`config.mk`:
```
export PLATFORM = sky130hd
export DESIGN_NAME = alu_arbiter
export DESIGN_NICKNAME = d
export VERILOG_FILES = /design/src/rtl/alu_arbiter.sv
export SDC_FILE = /design/constraint.sdc
export NUM_CORES = 1
export LEC_CHECK = 0
export ABC_CLOCK_PERIOD_IN_PS = 2340
export CORE_AREA = 2 2 111 113
export DETAILED_ROUTE_END_ITERATION = 10
export DIE_AREA = 0 0 113 115
export HOLD_SLACK_MARGIN = 0.05
export PLACE_DENSITY = 0.7
export REMOVE_ABC_BUFFERS = 1
export SLEW_MARGIN = 20
export SYNTH_ARGS = -nofsm -noshare
export SYNTH_HDL_FRONTEND = slang
export SYNTH_SLANG_ARGS = --single-unit
```
`constraint.sdc`:
```
create_clock -name clk -period 2.34 [get_ports clk]
set_input_delay 0.585 -clock clk [delete_from_list [all_inputs] [get_ports clk]]
set_output_delay 0.585 -clock clk [all_outputs]
set_load 0.005 [all_outputs]
```
`src/rtl/alu_arbiter.sv`:
```
// Shares one registered-output ALU between the pipeline (r0, fixed priority) and a
// secondary requester (r1), with starvation-bounded r1 access and flush cancellation.
module alu_arbiter #(
    parameter int unsigned WIDTH      = 32,
    parameter int unsigned CTRL_W     = 5,
    parameter int unsigned STARVE_MAX = 4
) (
    input  logic              clk,
    input  logic              reset,
    input  logic              r0_valid,
    output logic              r0_ready,
    input  logic [WIDTH-1:0]  r0_a,
    input  logic [WIDTH-1:0]  r0_b,
    input  logic [CTRL_W-1:0] r0_ctrl,
    input  logic              r1_valid,
    output logic              r1_ready,
    input  logic [WIDTH-1:0]  r1_a,
    input  logic [WIDTH-1:0]  r1_b,
    input  logic [CTRL_W-1:0] r1_ctrl,
    input  logic              flush,
    output logic [WIDTH-1:0]  alu_a,
    output logic [WIDTH-1:0]  alu_b,
    output logic [CTRL_W-1:0] alu_ctrl,
    input  logic [WIDTH-1:0]  alu_result,
    input  logic [3:0]        alu_flags,
    output logic              r0_rvalid,
    output logic              r1_rvalid,
    output logic [WIDTH-1:0]  rdata,
    output logic [3:0]        rflags
);

    localparam logic [3:0] StarveMax = 4'(STARVE_MAX);

    logic [3:0] starve_cnt_q, starve_cnt_d;
    logic       inflight_v_q, inflight_v_d;
    logic       inflight_id_q, inflight_id_d;
    logic       force_r1;
    logic       grant_r0, grant_r1;

    assign force_r1 = (starve_cnt_q == StarveMax);

    always_comb begin
        grant_r0 = 1'b0;
        grant_r1 = 1'b0;
        if (!reset) begin
            if (force_r1 && r1_valid) begin
                grant_r1 = 1'b1;
            end else if (r0_valid && !flush) begin
                grant_r0 = 1'b1;
            end else if (r1_valid) begin
                grant_r1 = 1'b1;
            end
        end
    end

    assign r0_ready = grant_r0;
    assign r1_ready = grant_r1;

    always_comb begin
        alu_a    = '0;
        alu_b    = '0;
        alu_ctrl = '0;
        if (grant_r0) begin
            alu_a    = r0_a;
            alu_b    = r0_b;
            alu_ctrl = r0_ctrl;
        end else if (grant_r1) begin
            alu_a    = r1_a;
            alu_b    = r1_b;
            alu_ctrl = r1_ctrl;
        end
    end

    always_comb begin
        starve_cnt_d = starve_cnt_q;
        if (grant_r1) begin
            starve_cnt_d = '0;
        end else if (grant_r0 && r1_valid && (starve_cnt_q != StarveMax)) begin
            starve_cnt_d = starve_cnt_q + 4'd1;
        end
    end

    always_comb begin
        inflight_v_d  = grant_r0 | grant_r1;
        inflight_id_d = grant_r1;
    end

    always_ff @(posedge clk) begin
        if (reset) begin
            starve_cnt_q  <= '0;
            inflight_v_q  <= 1'b0;
            inflight_id_q <= 1'b0;
        end else begin
            starve_cnt_q  <= starve_cnt_d;
            inflight_v_q  <= inflight_v_d;
            inflight_id_q <= inflight_id_d;
        end
    end

    // Reset gates responses so an op issued just before reset never answers.
    always_comb begin
        r0_rvalid = inflight_v_q && !inflight_id_q && !flush && !reset;
        r1_rvalid = inflight_v_q && inflight_id_q && !reset;
        rdata     = '0;
        rflags    = '0;
        if (r0_rvalid || r1_rvalid) begin
            rdata  = alu_result;
            rflags = alu_flags;
        end
    end

endmodule

```
==> results.toml <==
[pwr]
internal_power_w = 0.0009413
power.share.switching = 0.3047
power.sequential.fraction = 0.080
power_frac_clock = 0.204
combinational_share_of_power = 0.717
max-vdd-ir-drop_mv = 0.1520
p_leak_nw = 2.879
power.switching_w = 0.0004126
power.total_w = 0.001354
power_density_mw_per_mm2 = 220.4

[sta]
finalWorstPathRequiredPeriod_ns = 2.373
grt_setup_unrepaired = "true"
max_freq_ghz = 0.4214
timing.final.max_slew_violations = 0
timing.final.setup_violations = 27
total_count_of_hold_check_failures_in_the_final_report = 0
finClkSkew_ns = 0.00009512
headroom_to_the_max_slew_limit = 0.5756
setup-tns-final_ns = -0.2801
ratio_of_final_minimum_period_to_clock_period = 1.014
tightest_slew_ns = 0.6367
timing.hold.ws_ns = 0.5830
layout_setup_ws_ns = -0.03291

[final_layout]
seq_area_sq_um = 122.6
total_inserted_antenna_cells = 0
final_net_count = 826
flow.area_growth_from_synthesis_pct = 203.5
layout_commonest_cell = "clkdlybuf4s50_1"
layout_common_cells = "clkdlybuf4s50_1 (175), nand2b_1 (74), buf_2 (73), inv_1 (70), o32ai_2 (56)"
layout-drive-gt1-share = 0.3484
multi_input_area_sq_mm = 0.002039
final_cell_count_no_fill = 790
fill_cells = 1096

[cts]
cts_inserted_buffers = 3
holdBufCountCts = 0
cts-htree-levels = 1
cts_num_sinks = 6
cts_buffer_depth = 2
clock_tree.root_cell = "clkbuf_16"
clock_slew_seen_by_the_registers_of_the_worst_setup_and_hold_paths_ns = 0.03
tritoncts = "built"
clkLatencyLatePin_ns = 0.23

[flow_run]
drv_cap = 0

[floorplanning]
die-area_sq_mm = 0.01300
core.rowCount = 40
start_util = 0.1714
dieHeight_um = 115
design.portCount = 288
die_width_um = 113
core_region_area_sq_mm = 0.01181

[worst_setup_path]
critPathLaunch = "reset"
reg2reg_slack_ns = 0.66
endpoint_kind = "primary output"
timing.critical_path.required_ns = 1.75
crit_fanout = 142
regToRegStartpoint = "starve_cnt_q[0]"
setup.worst_path.start_class = "primary input"
crit_arrival_ns = 1.79
critPathKind = "in2out"

[placement]
place_hpwl_um = 8652
place_congestion = 0.7765
post-place-cells = 738
placement.io_buffers = 287

[synth]
synthesized_flop_and_latch_total = 6
syn_area_sq_mm = 0.002024
synth.yosys.warnings = 0
synth_cell_types = 23
proportion_of_synthesized_chip_area_in_sequential_cells = 0.05933
syn-mean-instance-area_sq_um = 6.307
synthesis.instances = 321

[drt]
antenna_violating_nets_post_route = 0
wl_met3_um = 1160
drt-met1-wl_um = 4897
dr.max_layer_used = "met4"
route.detailed.vias_per_inst = 4.614
dr_drc_count = 20
wl_per_cell_um = 17.20
dr.pass1.iters = 7
drt_first_iter_violations = 142
finalWirelength_um = 13590
dr_total_vias = 3645
detailroute.wirelength.met2_um = 7358

[global_routing]
first_pass_grt_wire_length_um = 19630
grt_usage = 0.1902
grt_start_max_net_pins = 143
number_of_antenna_violations_at_the_first_check_in_global_routing = 0
grt_pass1_vias = 3710
global_route.overflow_total = 0

[run_status]
violations = "DRC, setup timing"
outcome = "finished with violations"

[hold_path]
worstHoldStart = "starve_cnt_q[3]"
hold_path_class = "reg2reg"
## cell usage after synthesis, drive strengths merged
library cell | instances | area (sq um)
and2 | 36 | 225.2
nor2 | 6 | 22.52
nand2b | 75 | 469.2
o32ai | 69 | 604.3
a31oi | 2 | 12.51
nand3 | 1 | 5.000
or4 | 1 | 7.510
a21oi | 4 | 23.77
nor2b | 2 | 12.51
ha | 2 | 25.02
nand2 | 1 | 3.750
nand4 | 2 | 12.51
nand4b | 2 | 17.52
and3b | 1 | 8.760
dfxtp | 6 | 120.1
o21ai | 2 | 17.52
inv | 72 | 270.3
clkbuf | 19 | 71.32
nand3b | 1 | 7.510
nor3 | 1 | 5.000
buf | 16 | 82.58
## flip-flops by register name, summed over array words and instances, names as in the netlist
signal	cells
starve_cnt_q	4
inflight_v_q	1
inflight_id_q	1
## layer usage
metal | up-vias | global-route usage
li1 | 1746 | -
met1 | 1697 | 0.2046
met2 | 190 | 0.3816
met3 | 12 | 0.04059
met4 | 0 | 0.03577
met5 | - | 0
## critical path: stages
cell and delay [ns]:
buf_4 0.13, buf_16 0.44, nand2b_1 0.25, o32ai_4 0.11, buf_2 0.16
## through the flow
| step | util | area (sq um) | worst slack [ns] |
|---|---|---|---|
| after global placement | 0.4350 | 5137 | -0.7866 |
| after CTS | 0.5133 | 6063 | -0.1452 |
| after global routing | 0.5201 | 6143 | -0.09374 |
| after detailed placement | 0.4350 | 5137 | -0.7398 |
| final | 0.5201 | 6143 | -0.03291 |
| after floorplan | - | 1871 | -0.6864 |
## power groups by stage
stage / combinational, W / clock (W) / sequential, W
2_1_floorplan: 0.000186 / 0 / 0.000108
3_3_place_gp: 0.000747 / 0 / 0.000108
3_5_place_dp: 0.000755 / 0 / 0.000108
4_1_cts: 0.000961 / 0.000279 / 0.000108
5_1_grt: 0.00103 / 0.000288 / 0.000108
6_report: 0.000970 / 0.000276 / 0.000108
## worst paths after layout
path / cells past startpoint / to
worst max-delay path: 5 / alu_a[17]
worst min-delay path: 2 / starve_cnt_q[3]
worst min register to register: 2 / starve_cnt_q[3]
worst max register to register: 10 / inflight_id_q
## cells by family after synthesis
| group | after synthesis | share of synthesized area |
|---|---|---|
| buffers and inverters | 107 | 0.2095 |
| DFF | 6 | 0.05933 |
| and+or+nand+nor | 129 | 0.3937 |
| adders and majority gates | 2 | 0.01236 |
| AOI/OAI and AO/OA | 77 | 0.3251 |
## area by class of cell
class                           count  share of cell area
Sequential cell                     6             0.01996
Inverter                           72             0.04399
Multi-Input combinational cell    208              0.3320
Timing Repair Buffer              354              0.5619
Clock buffer                        3             0.01222
Tap cell                          147             0.02994
## timing repair
action                     4_1_cts  5_1_grt
cloned                          16        1
setup endpoints to repair      108       90
setup buffers                   29        6
pin swaps                       59        3
gates resized for setup        434       18
No activity file was read; power rests on OpenSTA's default activity.
